[src/rtl/pads_pkg.sv]
// Shared constants for the east-side interrupt pad controller: default
// geometry, ack-stretcher FSM states and per-channel mode encodings.
package pads_pkg;
  localparam int N_CH_DEF        = 2;
  localparam int SYNC_STAGES_DEF = 2;
  localparam int FILT_W_DEF      = 4;
  localparam int ACK_CYC_DEF     = 4;

  typedef enum logic {
    IDLE  = 1'b0,
    PULSE = 1'b1
  } ack_state_e;

  localparam logic MODE_LEVEL = 1'b0;
  localparam logic MODE_EDGE  = 1'b1;
endpackage

[src/rtl/pad_in_filter.sv]
// One interrupt channel's input path: multi-flop synchroniser followed by a
// glitch filter that only accepts a level held for cfg_filt_i+1 cycles.
module pad_in_filter
  import pads_pkg::*;
#(
  parameter int SYNC_STAGES = SYNC_STAGES_DEF,
  parameter int FILT_W      = FILT_W_DEF
) (
  input  logic              clk_i,
  input  logic              reset_h_i,
  input  logic              pad_i,
  input  logic [FILT_W-1:0] cfg_filt_i,
  output logic              f_o
);

  logic [SYNC_STAGES-1:0] sync_p0;
  logic                   s_p0;
  logic [FILT_W-1:0]      cnt_p1;
  logic                   f_p1;

  // Stage 0: synchroniser chain, pad enters at bit 0
  always_ff @(posedge clk_i) begin
    if (reset_h_i) begin
      sync_p0 <= '0;
    end else begin
      sync_p0 <= {sync_p0[SYNC_STAGES-2:0], pad_i};
    end
  end

  assign s_p0 = sync_p0[SYNC_STAGES-1];

  // Stage 1: counter runs only while the synchronised level disagrees with f
  always_ff @(posedge clk_i) begin
    if (reset_h_i) begin
      cnt_p1 <= '0;
      f_p1   <= 1'b0;
    end else if (s_p0 == f_p1) begin
      cnt_p1 <= '0;
    end else if (cnt_p1 == cfg_filt_i) begin
      f_p1   <= s_p0;
      cnt_p1 <= '0;
    end else begin
      cnt_p1 <= cnt_p1 + 1'b1;
    end
  end

  assign f_o = f_p1;

endmodule

[src/rtl/pad_intr_ctrl.sv]
// Interrupt pad controller: per-channel filtered inputs latched into pending
// requests, ack pulses stretched onto the pad, and a registered wake request.
module pad_intr_ctrl
  import pads_pkg::*;
#(
  parameter int N_CH        = N_CH_DEF,
  parameter int SYNC_STAGES = SYNC_STAGES_DEF,
  parameter int FILT_W      = FILT_W_DEF,
  parameter int ACK_CYC     = ACK_CYC_DEF
) (
  input  logic              clk_i,
  input  logic              reset_h_i,
  input  logic [N_CH-1:0]   pad_intr_i,
  input  logic [N_CH-1:0]   cfg_edge_i,
  input  logic [FILT_W-1:0] cfg_filt_i,
  input  logic [N_CH-1:0]   intr_ack_i,
  input  logic              core_sleep_i,
  output logic [N_CH-1:0]   intr_h_o,
  output logic [N_CH-1:0]   pad_ack_o,
  output logic              wake_o
);

  localparam int ACK_W = (ACK_CYC > 1) ? $clog2(ACK_CYC) : 1;
  localparam logic [ACK_W-1:0] ACK_LOAD = ACK_W'(ACK_CYC - 1);

  logic [N_CH-1:0] f;
  logic [N_CH-1:0] pend;

  for (genvar k = 0; k < N_CH; k++) begin : g_ch
    logic             f_d_p2;
    logic             pend_p2;
    logic             ack_v;
    ack_state_e       state_q, state_d;
    logic [ACK_W-1:0] acnt_q, acnt_d;

    pad_in_filter #(
      .SYNC_STAGES (SYNC_STAGES),
      .FILT_W      (FILT_W)
    ) u_filt (
      .clk_i      (clk_i),
      .reset_h_i  (reset_h_i),
      .pad_i      (pad_intr_i[k]),
      .cfg_filt_i (cfg_filt_i),
      .f_o        (f[k])
    );

    // An ack with nothing pending is ignored entirely
    assign ack_v = intr_ack_i[k] & pend_p2;

    // Stage 2: pending request; a fresh edge beats a same-cycle ack, while
    // in level mode the ack wins for one cycle and the level re-asserts next
    always_ff @(posedge clk_i) begin
      if (reset_h_i) begin
        f_d_p2  <= 1'b0;
        pend_p2 <= 1'b0;
      end else begin
        f_d_p2 <= f[k];
        if (cfg_edge_i[k] == MODE_EDGE) begin
          pend_p2 <= (f[k] & ~f_d_p2) | (pend_p2 & ~ack_v);
        end else begin
          pend_p2 <= ~ack_v & (pend_p2 | f[k]);
        end
      end
    end

    assign pend[k] = pend_p2;

    always_ff @(posedge clk_i) begin
      if (reset_h_i) begin
        state_q <= IDLE;
        acnt_q  <= '0;
      end else begin
        state_q <= state_d;
        acnt_q  <= acnt_d;
      end
    end

    always_comb begin
      state_d = state_q;
      acnt_d  = acnt_q;
      case (state_q)
        IDLE: begin
          if (ack_v) begin
            state_d = PULSE;
            acnt_d  = ACK_LOAD;
          end
        end
        PULSE: begin
          if (ack_v) begin
            acnt_d = ACK_LOAD;
          end else if (acnt_q == '0) begin
            state_d = IDLE;
          end else begin
            acnt_d = acnt_q - 1'b1;
          end
        end
        default: state_d = IDLE;
      endcase
    end

    assign pad_ack_o[k] = (state_q == PULSE);
  end

  assign intr_h_o = pend;

  always_ff @(posedge clk_i) begin
    if (reset_h_i) begin
      wake_o <= 1'b0;
    end else begin
      wake_o <= core_sleep_i & (|pend);
    end
  end

endmodule

[config.mk]
export PLATFORM = sky130hd
export DESIGN_NAME = pad_intr_ctrl
export DESIGN_NICKNAME = d
export VERILOG_FILES = /design/src/rtl/pads_pkg.sv /design/src/rtl/pad_in_filter.sv /design/src/rtl/pad_intr_ctrl.sv
export SDC_FILE = /design/constraint.sdc
export NUM_CORES = 1
export LEC_CHECK = 0
export ABC_AREA = 1
export CORE_MARGIN = 2
export CORE_UTILIZATION = 54
export DETAILED_ROUTE_END_ITERATION = 7
export PLACE_DENSITY_LB_ADDON = 0.08
export SYNTH_ARGS = -nofsm -noshare
export SYNTH_HDL_FRONTEND = slang
export SYNTH_SLANG_ARGS = --single-unit
export TNS_END_PERCENT = 30
[constraint.sdc]
create_clock -name clk_i -period 2.51 [get_ports clk_i]
set_input_delay 0.753 -clock clk_i [delete_from_list [all_inputs] [get_ports clk_i]]
set_output_delay 0.753 -clock clk_i [all_outputs]
set_load 0.03 [all_outputs]
## After elaboration in Yosys (flattened, before gate mapping)

Cells that the tools add are included.

| word-level totals | value |
|---|---|
| output and inout port bits | 5 |
| bits of input ports | 13 |
| word-level logic and storage cells | 75 |
| bits in registers | 25 |

| cells by class | value |
|---|---|
| equal/unequal tests | 8 |
| $add $sub $neg | 4 |
| reduce and logical (&&, ||, !) cells | 9 |
| bitwise operators | 21 |
| muxes and demuxes | 18 |

Operators by type and width:

| kind | number |
|---|---|
| 2-bit 2-to-1 mux | 6 |
| 1-bit bitwise AND | 9 |
| 4-bit by 1-bit adder with 4-bit output (second input constant) | 2 |
| 4-bit == test | 2 |
| 1-bit 2-to-1 mux | 8 |
| 1-bit NOT | 8 |
| 2-bit case mux with 2 select lines | 2 |
| 2-bit AND reduction | 4 |
| 3-bit != test (second input constant) | 2 |
| 3-bit OR reduction | 2 |
| 2-bit zero test | 2 |
| 2-bit != test (second input constant) | 2 |
| 1-bit bitwise OR | 4 |
| 1-bit case mux with 2 select lines | 2 |
| 2-bit by 1-bit subtractor with 2-bit output (second input constant) | 2 |
| 1-bit == test | 2 |
| 2-bit OR reduction | 1 |

## Longest topological paths before layout

Gate-level depths: netlist of the first run.

| depth | value |
|---|---|
| word-level depth | 5 |
| mapped depth | 7 |
| gate-level depth less buffers | 7 |

## Cells and area by module

Synthesis of the first run repeated with hierarchy kept, for this count alone.

| unflattened totals | value |
|---|---|
| cell total of the unflattened synthesis | 171 |
| area total of the unflattened synthesis | 1186.1 µm² |

Modules (own cells, without submodules):

| module | cells an instance | seq. area each (µm²) | instances | area each (µm²) |
|---|---|---|---|---|
| pad_in_filter | 51 | 140.1 | 2 | 341.6 |
| pad_intr_ctrl | 69 | 220.2 | 1 | 503.0 |

## Least setup slack after synthesis of the first run

No wires, ideal clock.

| path | value |
|---|---|
| path kind | input to register |
| start point | input port cfg_filt_i[2] |
| end point | register g_ch[1].u_filt.cnt_p1[0] |
| path slack | 1.215 ns |
| stages | 7 |
| arrival | 1.177 ns |
| setup time | 0.117 ns |
| cells stage by stage | inv_1 nand2_1 nand2_1 nor2_2 nand2_1 nand2_2 nor2_1 |

| on the way | value |
|---|---|
| word-level cells in the longest chain between the ends | 2 |

Ends and longest elaborated chain:

| what | RTL line | RTL |
|---|---|---|
| start: declaration | pad_intr_ctrl.sv:15 | `input logic [FILT_W-1:0] cfg_filt_i,` |
| 4-bit == test | pad_in_filter.sv:39 | `end else if (cnt_p1 == cfg_filt_i) begin` |
| 3-bit OR reduction (no source line) | -- |  |
| end signal: assignment | pad_in_filter.sv:43 | `cnt_p1 <= cnt_p1 + 1'b1;` |
| end: declaration | pad_in_filter.sv:18 | `logic [FILT_W-1:0] cnt_p1;` |

No other way between the ends.
A chain may end at the register's enable or synchronous reset.

## Worst setup path in the final report of the first run

| path | value |
|---|---|
| start point | register g_ch[1].pend_p2 |
| end point | output port intr_h_o[1] |

RTL lines:

| what | RTL line | RTL |
|---|---|---|
| start: declaration | pad_intr_ctrl.sv:31 | `logic pend_p2;` |
| start signal: assignment | pad_intr_ctrl.sv:59 | `pend_p2 <= (f[k] & ~f_d_p2) \| (pend_p2 & ~ack_v);` |
| start signal: assignment | pad_intr_ctrl.sv:61 | `pend_p2 <= ~ack_v & (pend_p2 \| f[k]);` |
| end: declaration | pad_intr_ctrl.sv:18 | `output logic [N_CH-1:0] intr_h_o,` |

No word-level cell between the ends.

==> impl_metrics.toml, run 1 <==
[run_status]
status = "completed"

[floorplan]
ios = 18
num_rows = 16
core-area_um2 = 1982
initial_utilization = 0.5795
die_h_um = 50.12
die_x_um = 50.12
die-area_um2 = 2512

[setup_path]
critical_path_required_ns = 1.76
slowest_stage = "clkdlybuf4s50_1"
cp.depth = 1
crit_family = "buffers and inverters"
worst-path-buf-inv = 1
arrival_ns = 1.34
start_kind = "register"
crit_path_cell_trace = "clkdlybuf4s50_1"
worst-setup-path-type = "register to output pin"
reg2regPathDepth = 6
critPathMaxFanout = 3
endpoint_kind = "output pin"
max_stage_delay_ns = 0.67

[routing]
drtPass1Iterations = 4
wire_per_inst_um = 8.599
drt_iter0_drc = 19
vias_per_cell = 4.556
drt.antenna.violating_nets = 0
drc = 0
via_count = 943
drt_wl_total_um = 1780

[timing]
fin_skew_ns = 0.002949
tightest_slew_ns = 0.3046
max_slew_margin = 0.7963
fmax_mhz = 476.7
setup-tns-final_ns = 0
rsz0062_at_grt = "no"
post-route-period-util = 0.8358
drv_slew = 0
setup_viol = 0
hold_violations = 0
layout_min_cycle_time_ns = 2.098

[clock_network]
cts-root-buf = "clkbuf_4"
cts.sinks = 25
cts-buffers-inserted = 3
cts_buffer_depth = 2
clk_latency_ns = 0.30
h-tree-depth = 1
clkTransAtPathRegs_ns = 0.13
ctsResizeCount = 0
cts_tree = "built"
holdBufCountCts = 0
cts_setup_buffers = 0

[finish]
seqCellArea_um2 = 500.5
layout.nets = 198
mostFrequentLayoutCells = "nand2_1, inv_1, dfxtp_1"
layout_commonest_cell = "nand2_1"
fin_cells = 207
fill_cells = 167
multi_input_area_um2 = 481.7
design_area_um2 = 1355
antenna_cells = 0
area_growth_pct = 17.97
drive_above_1_share = 0.1056

[place]
dp.cells = 203
hpwlAfterDp_um = 1459
gp_congestion = 0.7555
port_buffers = 17
place_area_um2 = 1325

[yosys]
ys_types = 18
synth_mux_area_frac = 0
synth_compound_area_frac = 0.09804
synth_top_family_by_area = "simple AND/OR/NAND/NOR gates"
synthSimpleGateAreaFrac = 0.2473
synth_xor_area_frac = 0.03050
synth-seq-cells = 25
yosysWarnings = 0
yosys.area.top_type = "dfxtp_1"
synth_area_leaders = "dfxtp_1, nand2_1, inv_1"
yosys.area_share.adder = 0.04357
ys_seq_area_frac = 0.4357
syn-cell-area_um2 = 1149
yosysTopAreaCellShare = 0.4357
synth_nets = 180
syn_inst = 163
avgSynthCellArea_um2 = 7.047

[hold_path]
min_path_cells = 2
hold_class = "register to register"

[global_routing]
grt_pass1_wl_um = 3146
grt_max_degree = 16
overflow = 0
antenna_found_initial = 0
grt_pass1_vias = 818
grt.total_usage = 0.1585

[power]
p_per_area_nw_per_um2 = 488.1
leakage_uw = 0.0005783
vdd_ir_drop_max_uv = 415.3

[job]
cap_viol_max_count = 0
[cell type report]
class                           instances  area share
Sequential cell                        25      0.3693
Multi-Input combinational cell         98      0.3555
Timing Repair Buffer                   18      0.1311
Inverter                               35     0.09695
Tap cell                               27     0.02493
Clock buffer                            3     0.01662
Clock inverter                          1    0.005540
[worst paths after layout]
path                            slack (ns)                                 start                                   end
worst max-delay path                  0.41            g_ch[1].pend_p2$_SDFF_PP0_                           intr_h_o[1]
worst min-delay path                  0.42  g_ch[1].u_filt.sync_p0[0]$_SDFF_PP0_  g_ch[1].u_filt.sync_p0[1]$_SDFF_PP0_
worst max register to register        1.35        g_ch[1].acnt_q[0]$_SDFFE_PP0P_        g_ch[1].acnt_q[1]$_SDFFE_PP0P_
worst min register to register        0.42  g_ch[1].u_filt.sync_p0[0]$_SDFF_PP0_  g_ch[1].u_filt.sync_p0[1]$_SDFF_PP0_
[sequential cells by signal, indices dropped and copies added (netlist names)]
| register | flops |
|---|---|
| g_ch.u_filt.cnt_p1 | 8 |
| g_ch.acnt_q | 4 |
| g_ch.f_d_p2 | 2 |
| g_ch.pend_p2 | 2 |
| wake_o | 1 |
| g_ch.u_filt.sync_p0 | 4 |
| g_ch.u_filt.f_o | 2 |
| g_ch.state_q | 2 |
[per-stage QoR]
step	total power [uW]	hold WS, ns	worst slack [ns]	util
final	661.4	0.4203	0.4121	0.6837
after CTS	669.5	0.4239	0.3942	0.6837
after floorplan	464.3	0.3883	1.215	-
after detailed placement	496.0	0.4053	0.5884	0.6686
after global placement	493.6	0.3892	0.6188	0.6686
after global routing	697.2	0.4423	0.3389	0.6837
[report_power, final]
group	switching, uW	total, uW	internal [uW]
registers	6.82	414	407
logic	36.6	72.8	36.2
clock network	115	175	60.5
total	158	661	503
[cells in the mapped netlist]
library cell  number
inv_1             31
buf_4              4
nor2_2             4
buf_2              1
or2_2              2
xor2_1             2
a21oi_2            2
nand2_1           35
o21ai_1            2
xnor2_1            2
ha_1               4
nand3_1            4
dfxtp_1           25
a21oi_1           11
o21ai_0            6
nand2_2            2
nor2_1            22
inv_2              4
[layer usage]
layer / wire [um] / global-route usage / vias to the layer above
li1: - / - / 518
met1: 837 / 0.2030 / 414
met2: 889 / 0.2719 / 9
met3: 40 / 0.03636 / 2
met4: 12 / 0.02778 / 0
met5: 0 / 0 / -
[kinds of logic (layout without fill, tap and decap cells)]
| family | Yosys count | after routing |
|---|---|---|
| adders and majority gates | 4 | 4 |
| and+or+nand+nor | 69 | 69 |
| xor gates and xnor gates | 4 | 4 |
| buffers and inverters | 40 | 57 |
| AOI/OAI and AO/OA | 21 | 21 |
| DFF | 25 | 25 |
No activity file was read; power rests on OpenSTA's default activity.
==> run 2, diff against run 1 <==
Settings changed: CORE_UTILIZATION 54 to 46.
Clock period 2.51 ns to 1.8 ns, I/O delays scaled along.
==> run 2 against run 1 <==
  * Via count shrank 1.7%
  * Cell count grew 1.4%
  * Critical path depth is the same
  * Sequential share of layout area grew 0.14 points
  * Non-clock buffer count is the same
==> impl_metrics.toml, run 2 (synthesized netlist as in run 1, its figures left out) <==
[run_status]
status = "completed"

[floorplan]
ios = 18
core-area_um2 = 2410
die_x_um = 53.97
die-area_um2 = 2913
die_h_um = 53.97
initial_utilization = 0.4766
num_rows = 18

[power]
power_uw = 929.6
clockPowerShare = 0.271
leakage_uw = 0.0006057
intPower_uw = 699.4
p_per_area_nw_per_um2 = 688.6
switching_power_uw = 230.2
seq_power_share = 0.620
p_comb_frac = 0.108
p_sw_frac = 0.2476
vdd_ir_drop_max_uv = 503.5

[setup_path]
cp.depth = 1
worst-setup-path-type = "register to output pin"
crit_family = "buffers and inverters"
crit_path_cell_trace = "dlygate4sd2_1"
max_stage_delay_ns = 0.41
r2r-start = "g_ch[1].acnt_q[0]$_SDFFE_PP0P_"
worstSetupStartpoint = "g_ch[1].pend_p2$_SDFF_PP0_"
r2r_end = "g_ch[1].acnt_q[0]$_SDFFE_PP0P_"
critical_path_required_ns = 1.26
endpoint_kind = "output pin"
slowest_stage = "dlygate4sd2_1"
reg2reg_slack_ns = 0.64
arrival_ns = 1.10
worst-path-buf-inv = 1
endpoint = "intr_h_o[1]"
reg2regPathDepth = 7
critPathMaxFanout = 3
start_kind = "register"

[timing]
rsz0062_at_grt = "no"
setup_ws_ns = 0.1587
whs_ns = 0.4130
fin_skew_ns = 0.007383
drv_slew = 0
layout_min_cycle_time_ns = 1.641
fmax_mhz = 609.3
tightest_slew_ns = 0.3019
setup-tns-final_ns = 0
max_slew_margin = 0.7995
setup_viol = 0
post-route-period-util = 0.9118
hold_violations = 0

[routing]
drtPass1Iterations = 4
dr_wl_met3_um = 42
top_layer = "met4"
wire_per_inst_um = 8.995
drt.antenna.violating_nets = 0
drt_wl_total_um = 1889
via_count = 927
vias_per_cell = 4.414
drc = 0
route.met2.wl_um = 880
drt_iter0_drc = 4
wl_met1_um = 939

[place]
pre_cts_slack_ns = 0.1003
port_buffers = 17
place_area_um2 = 1329
gp_congestion = 0.7595
hpwlAfterDp_um = 1457

[clock_network]
clk_latency_ns = 0.32
cts_tree = "built"
cts.sinks = 25
cts_buffer_depth = 2
h-tree-depth = 1
cts-root-buf = "clkbuf_4"
clkTransAtPathRegs_ns = 0.14
cts-buffers-inserted = 3

[global_routing]
overflow = 0
grt_pass1_wl_um = 3091
grt.total_usage = 0.1489
antenna_found_initial = 0
grt_max_degree = 15
grt_pass1_vias = 774

[finish]
drive_above_1_share = 0.1056
largest_reg_flops = 8
area_growth_pct = 17.54
layout_commonest_cell = "nand2_1"
design_area_um2 = 1350
layout.nets = 198
mostFrequentLayoutCells = "nand2_1, inv_1, dfxtp_1"
antenna_cells = 0
top_register = "g_ch.u_filt.cnt_p1"
reg_top3 = "g_ch.u_filt.cnt_p1 x8, g_ch.acnt_q x4, g_ch.u_filt.sync_p0 x4"

[hold_path]
min_path_cells = 2
hold_class = "register to register"

[job]
cap_viol_max_count = 0
## run 2: changes by cell type in the layout (fill, tap and decap cells not counted), sizes merged
cell,before,now
dlygate4sd2,0,5
clkdlybuf4s50,17,12
clkinv,0,1
clkinvlp,1,0
## run 2: worst min-delay path, cell delays in order, from the launching register on
cell	delay [ns]
dfxtp_1	0.32
inv_1	0.04
nor2_1	0.03
## run 2: per-layer routing
layer / track usage / up-vias
li1: - / 518
met1: 0.1860 / 397
met2: 0.2398 / 8
met3: 0.03333 / 4
met4: 0.07500 / 0
met5: 0 / -
## run 2: metrics by stage
| stage | instances | utilization |
|---|---|---|
| 4_1_cts | 210 | 0.5602 |
| 2_1_floorplan | 163 | - |
| 3_5_place_dp | 206 | 0.5514 |
| 3_3_place_gp | 206 | 0.5514 |
| 6_report | 210 | 0.5602 |
| 5_1_grt | 210 | 0.5602 |
## run 2: area by class of cell
type,count,area [um^2]
timing repair buffer,18,171.4
sequential,25,500.5
multi-input combinational,98,481.7
clock buffer,3,22.52
fill,239,1060
tap,30,37.54
clock inverter,1,5.005
inverter,35,131.4
## run 2: what timing repair did
action | 4_1_cts | 5_1_grt
setup buffers | 0 | 0
endpoints found under the setup margin | 5 | 0
gates resized for setup | 5 | 0
hold buffers | 0 | 0
## run 2: how the worst min path moves through the flow
stage | startpoint | end | slack, ns
after global routing | g_ch[1].u_filt.sync_p0[0]$_SDFF_PP0_ | g_ch[1].u_filt.sync_p0[1]$_SDFF_PP0_ | 0.42
final | g_ch[1].u_filt.sync_p0[0]$_SDFF_PP0_ | g_ch[1].u_filt.sync_p0[1]$_SDFF_PP0_ | 0.41
after CTS | g_ch[1].u_filt.sync_p0[0]$_SDFF_PP0_ | g_ch[1].u_filt.sync_p0[1]$_SDFF_PP0_ | 0.41
after global placement | g_ch[1].u_filt.sync_p0[0]$_SDFF_PP0_ | g_ch[1].u_filt.sync_p0[1]$_SDFF_PP0_ | 0.39
after floorplan | g_ch[0].u_filt.sync_p0[0]$_SDFF_PP0_ | g_ch[0].u_filt.sync_p0[1]$_SDFF_PP0_ | 0.39
after detailed placement | g_ch[1].u_filt.sync_p0[0]$_SDFF_PP0_ | g_ch[1].u_filt.sync_p0[1]$_SDFF_PP0_ | 0.39
## run 2: power groups by stage
| stage | sequential (uW) | combinational [uW] | clock, uW |
|---|---|---|---|
| 2_1_floorplan | 588 | 59.5 | 0 |
| 3_3_place_gp | 589 | 100 | 0 |
| 3_5_place_dp | 589 | 103 | 0 |
| 4_1_cts | 577 | 102 | 262 |
| 5_1_grt | 579 | 115 | 284 |
| 6_report | 577 | 101 | 252 |
